### config.mk
export PLATFORM = sky130hd
export DESIGN_NAME = if_stage_flat
export DESIGN_NICKNAME = d
export VERILOG_FILES = /design/src/rtl/if_stage_if.sv /design/src/rtl/if_stage.sv /design/src/flat_wrapper.sv
export SDC_FILE = /design/constraint.sdc
export NUM_CORES = 1
export LEC_CHECK = 0
export BUFFER_PORTS_ARGS = -buffer_cell sky130_fd_sc_hd__buf_4
export CORE_AREA = 2 2 154 217
export DETAILED_ROUTE_END_ITERATION = 10
export DIE_AREA = 0 0 156 219
export PLACE_DENSITY = 0.54
export SYNTH_ARGS = -nofsm -noshare
export SYNTH_HDL_FRONTEND = slang
export SYNTH_SLANG_ARGS = --single-unit
### constraint.sdc
create_clock -name clk -period 2.5 [get_ports clk]
set_input_delay 0.5 -clock clk [delete_from_list [all_inputs] [get_ports clk]]
set_output_delay 0.5 -clock clk [all_outputs]
set_load 0.02 [all_outputs]
### src/rtl/if_stage_if.sv
// Instruction-memory fetch bus between the fetch stage (master) and imem (slave).
// One request is outstanding at a time; imem_ack is a one-cycle data-valid pulse.
interface if_stage_if;
  logic        imem_req;
  logic [31:0] imem_addr;
  logic        imem_ack;
  logic [31:0] imem_rdata;

  modport master (
    output imem_req,
    output imem_addr,
    input  imem_ack,
    input  imem_rdata
  );

  modport slave (
    input  imem_req,
    input  imem_addr,
    output imem_ack,
    output imem_rdata
  );
endinterface

### src/rtl/if_stage.sv
// MIPS instruction fetch stage: PC, req/ack fetch FSM, one-entry skid buffer
// and the IF/ID output register, with decode-side stall and redirect (flush).
module if_stage #(
  parameter logic [31:0] RESET_PC = 32'h0000_0000
) (
  input  logic              clk,
  input  logic              rst_n,
  if_stage_if.master        imem,
  input  logic              stall,
  input  logic              redirect,
  input  logic [31:0]       redirect_pc,
  output logic [31:0]       ins,
  output logic              ins_valid,
  output logic [31:0]       pc_out,
  output logic [31:0]       pc_plus4
);

  typedef enum logic [1:0] {
    S_IDLE = 2'd0,
    S_WAIT = 2'd1,
    S_FULL = 2'd2,
    S_DROP = 2'd3
  } state_e;

  state_e      state_q,     state_d;
  logic [31:0] pc_q,        pc_d;
  logic [31:0] pend_pc_q,   pend_pc_d;
  logic [31:0] ins_q,       ins_d;
  logic [31:0] pc_out_q,    pc_out_d;
  logic        ins_valid_q, ins_valid_d;
  logic [31:0] skid_q,      skid_d;
  logic [31:0] skid_pc_q,   skid_pc_d;

  logic [31:0] target_pc;
  logic [31:0] pc_next_seq;
  logic        slot_free;

  assign target_pc   = {redirect_pc[31:2], 2'b00};
  assign pc_next_seq = pc_q + 32'd4;
  assign slot_free   = !ins_valid_q || !stall;

  always_comb begin
    // NOTE: every variable gets a default before any branch so no path
    // leaves it unassigned; otherwise synthesis infers a latch.
    state_d     = state_q;
    pc_d        = pc_q;
    pend_pc_d   = pend_pc_q;
    ins_d       = ins_q;
    pc_out_d    = pc_out_q;
    ins_valid_d = ins_valid_q;
    skid_d      = skid_q;
    skid_pc_d   = skid_pc_q;

    if (ins_valid_q && !stall) begin
      ins_valid_d = 1'b0;
    end

    if (redirect) begin
      // Flush: the output slot empties and leaving S_FULL drops the skid entry.
      ins_valid_d = 1'b0;
      case (state_q)
        S_WAIT: begin
          if (imem.imem_ack) begin
            pc_d    = target_pc;
            state_d = S_WAIT;
          end else begin
            pend_pc_d = target_pc;
            state_d   = S_DROP;
          end
        end
        S_DROP: begin
          pend_pc_d = target_pc;
          if (imem.imem_ack) begin
            pc_d    = target_pc;
            state_d = S_WAIT;
          end
        end
        default: begin
          pc_d    = target_pc;
          state_d = S_WAIT;
        end
      endcase
    end else begin
      case (state_q)
        S_IDLE: begin
          state_d = S_WAIT;
        end
        S_WAIT: begin
          if (imem.imem_ack) begin
            pc_d = pc_next_seq;
            if (slot_free) begin
              ins_d       = imem.imem_rdata;
              pc_out_d    = pc_q;
              ins_valid_d = 1'b1;
            end else begin
              skid_d    = imem.imem_rdata;
              skid_pc_d = pc_q;
              state_d   = S_FULL;
            end
          end
        end
        S_FULL: begin
          // In S_FULL the output register is always valid, so slot free == !stall.
          if (!stall) begin
            ins_d       = skid_q;
            pc_out_d    = skid_pc_q;
            ins_valid_d = 1'b1;
            state_d     = S_WAIT;
          end
        end
        S_DROP: begin
          if (imem.imem_ack) begin
            pc_d    = pend_pc_q;
            state_d = S_WAIT;
          end
        end
        default: begin
          state_d = S_IDLE;
        end
      endcase
    end
  end

  always_ff @(posedge clk) begin
    // NOTE: state registers use non-blocking assignments so every flop samples
    // pre-edge values regardless of statement order.
    if (!rst_n) begin
      state_q     <= S_IDLE;
      pc_q        <= RESET_PC;
      pend_pc_q   <= RESET_PC;
      ins_q       <= 32'd0;
      pc_out_q    <= 32'd0;
      ins_valid_q <= 1'b0;
      // NOTE: the skid data is only meaningful in S_FULL, but it is reset anyway
      // so the stage comes out of reset with fully deterministic contents.
      skid_q      <= 32'd0;
      skid_pc_q   <= 32'd0;
    end else begin
      state_q     <= state_d;
      pc_q        <= pc_d;
      pend_pc_q   <= pend_pc_d;
      ins_q       <= ins_d;
      pc_out_q    <= pc_out_d;
      ins_valid_q <= ins_valid_d;
      skid_q      <= skid_d;
      skid_pc_q   <= skid_pc_d;
    end
  end

  // pc_q is the in-flight address in both S_WAIT and S_DROP, so it never
  // moves while a request is outstanding.
  assign imem.imem_req  = (state_q == S_WAIT) || (state_q == S_DROP);
  assign imem.imem_addr = pc_q;

  assign ins       = ins_q;
  assign ins_valid = ins_valid_q;
  assign pc_out    = pc_out_q;
  assign pc_plus4  = pc_out_q + 32'd4;

endmodule

### src/flat_wrapper.sv
// flat-port wrapper written by rule: the top's interface ports become plain ports
module if_stage_flat 
#(
  parameter logic [31:0] RESET_PC = 32'h0000_0000
)
  (clk, rst_n, stall, redirect, redirect_pc, ins, ins_valid, pc_out, pc_plus4, imem_imem_req, imem_imem_addr, imem_imem_ack, imem_imem_rdata);
  if_stage_if imem_i ();
  input  logic clk;
  input  logic rst_n;
  input  logic stall;
  input  logic redirect;
  input  logic [31:0] redirect_pc;
  output logic [31:0] ins;
  output logic ins_valid;
  output logic [31:0] pc_out;
  output logic [31:0] pc_plus4;
  output wire logic [$bits(imem_i.imem_req)-1:0] imem_imem_req;
  output wire logic [$bits(imem_i.imem_addr)-1:0] imem_imem_addr;
  input wire logic [$bits(imem_i.imem_ack)-1:0] imem_imem_ack;
  input wire logic [$bits(imem_i.imem_rdata)-1:0] imem_imem_rdata;
  assign imem_imem_req = imem_i.imem_req;
  assign imem_imem_addr = imem_i.imem_addr;
  assign imem_i.imem_ack = imem_imem_ack;
  assign imem_i.imem_rdata = imem_imem_rdata;
  if_stage #(.RESET_PC(RESET_PC)) u_core (.clk(clk), .rst_n(rst_n), .imem(imem_i), .stall(stall), .redirect(redirect), .redirect_pc(redirect_pc), .ins(ins), .ins_valid(ins_valid), .pc_out(pc_out), .pc_plus4(pc_plus4));
endmodule
==> results.sh, run 1 <==
export IMPL_dpl_hpwl_um=19900
export IMPL_cts_tree="yes"
export IMPL_num_rows=78
export IMPL_slew_headroom_pct=52.8
export IMPL_grt_max_degree=92
export IMPL_r2r_end="u_core.imem.imem_addr[28]$_SDFFE_PN0P_"
export IMPL_synth_seq_cells=187
export IMPL_clock_sinks=187
export IMPL_final_layout_size_suffix_gt1_share_pct=25.6
export IMPL_synthArstFlopShare_pct=0
export IMPL_outcome="completed"
export IMPL_synth_edf_count=0
export IMPL_dr_pass1_iters=6
export IMPL_io_pins=199
export IMPL_cts_root_buf="clkbuf_16"
export IMPL_ff2ff_setup_slack_ns=0.18
export IMPL_grtUsageTotal_pct=16.7
export IMPL_final_max_slew_viol_count=0
export IMPL_synth_cell_types=61
export IMPL_first_global_vias=8237
export IMPL_crit_top_cell="buf_4"
export IMPL_die_w_um=156
export IMPL_antenna_cells=0
export IMPL_cp_cell_sequence="buf_6 > nand2_4 > nor4_2 > buf_4 > buf_4 > nand3_1 > xnor2_1 > buf_4"
export IMPL_numPortBuffers=190
export IMPL_final_common_cell="nand2_1"
export IMPL_critPathMaxStageDelay_ns=0.36
export IMPL_maxCapViolCount=0
export IMPL_area_delta_synth_final_pct=31.6
export IMPL_leakagePower_nw=4.82
export IMPL_yosysWarnings=0
export IMPL_crit_path_end_kind="output pin"
export IMPL_setup_tns_ns=0
export IMPL_grt_overflow=0
export IMPL_cp_data_required_time_ns=2.00
export IMPL_layout_common_cells="nand2_1, buf_4, dfxtp_1, a21boi_0, mux2i_1"
export IMPL_clk_path_buf_depth=2
export IMPL_crit_start="u_core.pc_out[2]$_SDFFE_PN0P_"
export IMPL_critPathSlowestCell="dfxtp_2"
export IMPL_max_vdd_ir_drop_v=0.000319
export IMPL_period_needed_ns=2.49
export IMPL_worstSkewPairLatency_ns=0.45
export IMPL_core_um2=32100
export IMPL_place_inst=1708
export IMPL_fin_skew_ns=0.0110
export IMPL_finalWirelength_um=28600
export IMPL_worst_path_buf_inv=4
export IMPL_hold_class="input pin to flop"
export IMPL_hold_start="imem_imem_rdata[24]"
export IMPL_drcViolationCount=0
export IMPL_fin_crit_sh_pct=99.6
export IMPL_hold_buffers=0
export IMPL_setup_viol=0
export IMPL_syn_avg_cell_area_um2=8.05
export IMPL_die_h_um=219
export IMPL_cp_start_kind="flop"
export IMPL_netlist_instances=1146
export IMPL_r2r_cells=6
export IMPL_vias=8646
export IMPL_die_area_um2=34200
export IMPL_cp_endpoint="pc_plus4[27]"
export IMPL_tightest_slew_ns=0.708
export IMPL_max_freq_mhz=402
export IMPL_yosysSeqAreaShare_pct=40.6
export IMPL_cts_buffers=17
export IMPL_worst_path_dominant_cell_family="buffers and inverters"
export IMPL_reg2reg_from="u_core.imem.imem_addr[3]$_SDFFE_PN0P_"
export IMPL_syn_area_um2=9230
export IMPL_initial_utilization_pct=28.7
export IMPL_crit_cells=8
export IMPL_wl_per_cell_um=16.3
export IMPL_rsz0062_at_grt="yes"
export IMPL_cp_data_arrival_time_ns=1.99
export IMPL_place_congestion=0.799
export IMPL_drt_initial_drc_count=421
export IMPL_p_per_area_nw_per_um2=626
export IMPL_viasPerCell=4.95
export IMPL_finalNonFillerCells=1748
export IMPL_final_hold_violation_count=0
export IMPL_drtAntennaViolNets=0
export IMPL_cp_max_fo=4
export IMPL_crit_type="flop to output pin"
export IMPL_nets=1412
export IMPL_grt_pass1_wl_um=44800
export IMPL_antenna_found_initial=0
export IMPL_clkSlewWorstSetupHoldPaths_ns=0.07
export IMPL_synth_main_ff_cell="dfxtp_1"
export IMPL_h_tree_depth=4
-- per-stage QoR --
stage	util, %	total power (W)	instance area (um^2)	hold slack (ns)	worst slack, ns
after floorplan	-	0.00414	9250	0.436	0.00906
after global placement	35.3	0.00478	11300	0.441	0.249
after detailed placement	35.3	0.00479	11300	0.446	0.186
after CTS	37.7	0.00772	12100	0.279	-0.0198
after global routing	37.8	0.00796	12100	0.299	-0.111
final	37.8	0.00761	12100	0.312	0.0104
-- Yosys cell counts (4+ instances only) --
cell type,count,area share (%)
o31a_1,5,0.47
xor2_1,14,1.3
a211oi_1,43,3.5
nor3_1,7,0.38
nor2b_1,5,0.34
a21oi_1,63,3.4
a21boi_0,65,5.3
nor2_1,66,2.7
ha_1,6,0.81
mux2i_1,64,6.9
nand4_1,12,0.81
buf_1,12,0.49
xnor2_1,19,1.8
o21ai_0,42,2.3
buf_4,6,0.49
buf_2,5,0.27
or4_1,5,0.41
and3_1,10,0.68
nand2_1,271,11
nor3b_1,4,0.33
clkbuf_1,79,3.2
inv_1,17,0.69
nand3_1,25,1.4
nor4_1,12,0.81
dfxtp_1,187,41
a22oi_1,5,0.41
o21a_1,5,0.41
mux2_2,4,0.49
a31oi_1,5,0.34
o211ai_1,13,1.1
o211a_1,26,2.8
-- worst reg2reg max path: cells and delay by family (launching register included) --
family	cells	cell delay [ns]
AO/OA/AOI/OAI	1	0.13
adder cells (fa/ha/maj)	1	0.19
buffers and inverters	1	0.09
flip-flops	1	0.34
multiplexers	1	0.37
AND/OR/NAND/NOR	2	1.13
-- area by class of cell --
cell class	instances	area [um^2]
clock buffer	19	433
clock inverter	11	171
fill	3292	20000
inverter	18	67.6
multi-input combinational	844	5130
sequential	187	3760
tap	400	500
timing repair buffer	269	2080
-- worst min-delay path by stage --
stage | to | slack [ns] | depth (start not counted)
after detailed placement | u_core.skid_pc_q[30]$_SDFFE_PN0P_ | 0.45 | 2
after global placement | u_core.skid_q[24]$_SDFFE_PN0P_ | 0.44 | 2
after global routing | u_core.skid_q[12]$_SDFFE_PN0P_ | 0.30 | 3
after CTS | u_core.skid_q[10]$_SDFFE_PN0P_ | 0.28 | 3
final | u_core.skid_q[24]$_SDFFE_PN0P_ | 0.31 | 3
after floorplan | u_core.skid_pc_q[10]$_SDFFE_PN0P_ | 0.44 | 2
-- layer usage --
| metal | global-route usage, % | part of all wire [%] | vias to the layer above |
|---|---|---|---|
| met5 | 0 | 0 | - |
| li1 | - | - | 4381 |
| met2 | 29.6 | 51 | 195 |
| met1 | 19.9 | 43 | 4023 |
| met3 | 3.06 | 3.8 | 47 |
| met4 | 6.64 | 2.7 | 0 |
-- flip-flops by register name, indices dropped and copies added, names as in the netlist --
| name | cells |
|---|---|
| u_core.state_q | 2 |
| u_core.pc_out | 30 |
| u_core.skid_pc_q | 30 |
| u_core.imem.imem_addr | 30 |
| u_core.ins_valid | 1 |
| u_core.pend_pc_q | 30 |
| u_core.ins | 32 |
| u_core.skid_q | 32 |
-- power breakdown --
group	internal, W	switching [W]	total, W
logic	0.000624	0.000835	0.00146
clock network	0.00167	0.00121	0.00288
registers	0.00313	0.000138	0.00327
-- timing repair --
| item | in CTS | in global routing |
|---|---|---|
| setup buffers | 9 | 1 |
| gates resized for setup | 21 | 15 |
| pin swaps | 5 | 8 |
| cloned | 0 | 0 |
| endpoints found under the setup margin | 14 | 16 |
-- cells by family after synthesis --
logic type                 count (synthesis)  share of synthesized area (%)
and+or+nand+nor                          436                           20.7
AOI/OAI and AO/OA                        295                           22.2
DFF                                      187                           40.6
buffers and inverters                    120                           5.19
muxes                                     68                           7.43
xor gates and xnor gates                  33                           3.13
adders and majority gates                  6                          0.814
other                                      1                         0.0406
Note: power is estimated with default switching activity, not from simulation.
==> run 2: changes to the inputs <==
--- a/config.mk
+++ b/config.mk
@@ -10,6 +10,8 @@
 export DETAILED_ROUTE_END_ITERATION = 10
 export DIE_AREA = 0 0 156 219
 export PLACE_DENSITY = 0.54
+export SETUP_SLACK_MARGIN = 0.4
+export SLEW_MARGIN = 20
 export SYNTH_ARGS = -nofsm -noshare
 export SYNTH_HDL_FRONTEND = slang
 export SYNTH_SLANG_ARGS = --single-unit
==> results.sh, run 2 (synthesis results as in run 1) <==
export IMPL_outcome="complete, but fails checks"
export IMPL_violations="setup timing"
export IMPL_worstSkewPairLatency_ns=0.45
export IMPL_period_needed_ns=2.56
export IMPL_die_area_um2=34200
export IMPL_place_congestion=0.842
export IMPL_core_um2=32100
export IMPL_numPortBuffers=190
export IMPL_final_layout_size_suffix_gt1_share_pct=30.9
export IMPL_cp_data_arrival_time_ns=2.06
export IMPL_maxCapViolCount=0
export IMPL_cp_data_required_time_ns=2.00
export IMPL_drcViolationCount=0
export IMPL_cts_root_buf="clkbuf_16"
export IMPL_final_common_cell="nand2_1"
export IMPL_total_power_w=0.00753
export IMPL_h_tree_depth=4
export IMPL_nets=1429
export IMPL_crit_type="flop to output pin"
export IMPL_crit_top_cell="buf_4"
export IMPL_worst_path_dominant_cell_family="buffers and inverters"
export IMPL_p_per_area_nw_per_um2=589
export IMPL_grt_pass1_wl_um=45500
export IMPL_clock_sinks=187
export IMPL_final_hold_violation_count=0
export IMPL_viasPerCell=5.00
export IMPL_num_rows=78
export IMPL_die_w_um=156
export IMPL_critPathSlowestCell="dfxtp_4"
export IMPL_clk_path_buf_depth=2
export IMPL_worst_path_buf_inv=5
export IMPL_fin_area_um2=12800
export IMPL_dpl_hpwl_um=20700
export IMPL_fin_crit_sh_pct=102
export IMPL_io_pins=199
export IMPL_antenna_found_initial=0
export IMPL_grt_overflow=0
export IMPL_placed_cell_area_um2=11500
export IMPL_cts_tree="yes"
export IMPL_fin_skew_ns=0.0112
export IMPL_first_global_vias=8115
export IMPL_cts_buffers=17
export IMPL_initial_utilization_pct=28.7
export IMPL_wl_per_cell_um=17.0
export IMPL_max_freq_mhz=390
export IMPL_finalWirelength_um=30000
export IMPL_hold_class="input pin to flop"
export IMPL_hold_buffers=0
export IMPL_drt_initial_drc_count=589
export IMPL_crit_path_end_kind="output pin"
export IMPL_grtUsageTotal_pct=17.1
export IMPL_leakagePower_nw=5.02
export IMPL_antenna_cells=0
export IMPL_clkSlewWorstSetupHoldPaths_ns=0.07
export IMPL_rsz0062_at_grt="yes"
export IMPL_critPathMaxStageDelay_ns=0.34
export IMPL_vias=8817
export IMPL_grt_max_degree=60
export IMPL_drtAntennaViolNets=0
export IMPL_die_h_um=219
export IMPL_max_vdd_ir_drop_v=0.000350
export IMPL_cp_max_fo=5
export IMPL_final_setup_worst_slack_ns=-0.0610
export IMPL_layout_common_cells="nand2_1, buf_4, dfxtp_1, a21boi_0, mux2i_1"
export IMPL_dr_pass1_iters=6
export IMPL_post_route_util_pct=39.8
export IMPL_cp_start_kind="flop"
export IMPL_setup_viol=8
export IMPL_final_max_slew_viol_count=0
export IMPL_cp_cell_sequence="nand4_1 > buf_6 > nor4_4 > buf_4 > buf_6 > buf_4 > nand3_4 > xnor2_2 > buf_4"
export IMPL_area_delta_synth_final_pct=38.6
==> run 2: cell count changes in the layout (fill, tap and decap cells not counted), moves of 7 or more <==
cell     before  now
dfxtp_4       0   22
nor2_4        2    9
buf_4       262  254
dfxtp_1     171  154
buf_6         3   19
==> run 2: routing by layer <==
layer / track usage [%] / wire, um / up-vias
li1: - / - / 4398
met1: 20.5 / 12900 / 4188
met2: 29.7 / 15200 / 189
met3: 2.82 / 1150 / 42
met4: 7.65 / 787 / 0
met5: 0 / 0 / -
==> run 2: what timing repair did <==
item / in CTS / in global routing
pin swaps: 15 / 27
setup buffers: 22 / 13
endpoints found under the setup margin: 113 / 69
cloned: 2 / 2
gates resized for setup: 53 / 61
==> run 2: per-stage QoR <==
| step | setup WS (ns) | std cells | hold slack (ns) | TNS [ns] |
|---|---|---|---|---|
| 2_1_floorplan | 0.250 | 1151 | 0.436 | 0 |
| 3_3_place_gp | 0.180 | 1696 | 0.441 | 0 |
| 3_5_place_dp | 0.125 | 1696 | 0.446 | 0 |
| 4_1_cts | -0.0993 | 1750 | 0.268 | -0.876 |
| 5_1_grt | -0.137 | 1765 | 0.285 | -1.98 |
| 6_report | -0.0610 | 1765 | 0.300 | -0.294 |
==> run 2: worst register-to-register path, stage by stage, from the launching register on <==
cell      delay [ns]
dfxtp_4         0.37
nand2_2         0.10
or4_4           0.57
buf_6           0.15
or4_4           0.52
a221oi_2        0.24
a311o_1         0.15
==> run 2: worst paths after layout <==
check | to | cells past startpoint | start | slack, ns
max reg2reg | u_core.imem.imem_addr[17]$_SDFFE_PN0P_ | 6 | u_core.imem.imem_addr[9]$_SDFFE_PN0P_ | 0.33
max | pc_plus4[29] | 9 | u_core.pc_out[5]$_SDFFE_PN0P_ | -0.06
min | u_core.skid_q[13]$_SDFFE_PN0P_ | 3 | imem_imem_rdata[13] | 0.30
min reg2reg | u_core.skid_pc_q[5]$_SDFFE_PN0P_ | 2 | u_core.skid_pc_q[5]$_SDFFE_PN0P_ | 0.45
==> run 2: power by group <==
part	internal [W]	switching [W]	total, W
logic	0.000681	0.000860	0.00154
registers	0.00313	0.000176	0.00331
clock network	0.00147	0.00121	0.00268
==> run 2: final cells by class <==
type | instances | area [um^2]
Timing Repair Buffer | 285 | 2350
Inverter | 18 | 67.6
Clock buffer | 20 | 478
Tap cell | 400 | 500
Fill cell | 3305 | 19300
Clock inverter | 10 | 90.1
Sequential cell | 187 | 3840
Multi-Input combinational cell | 845 | 5460
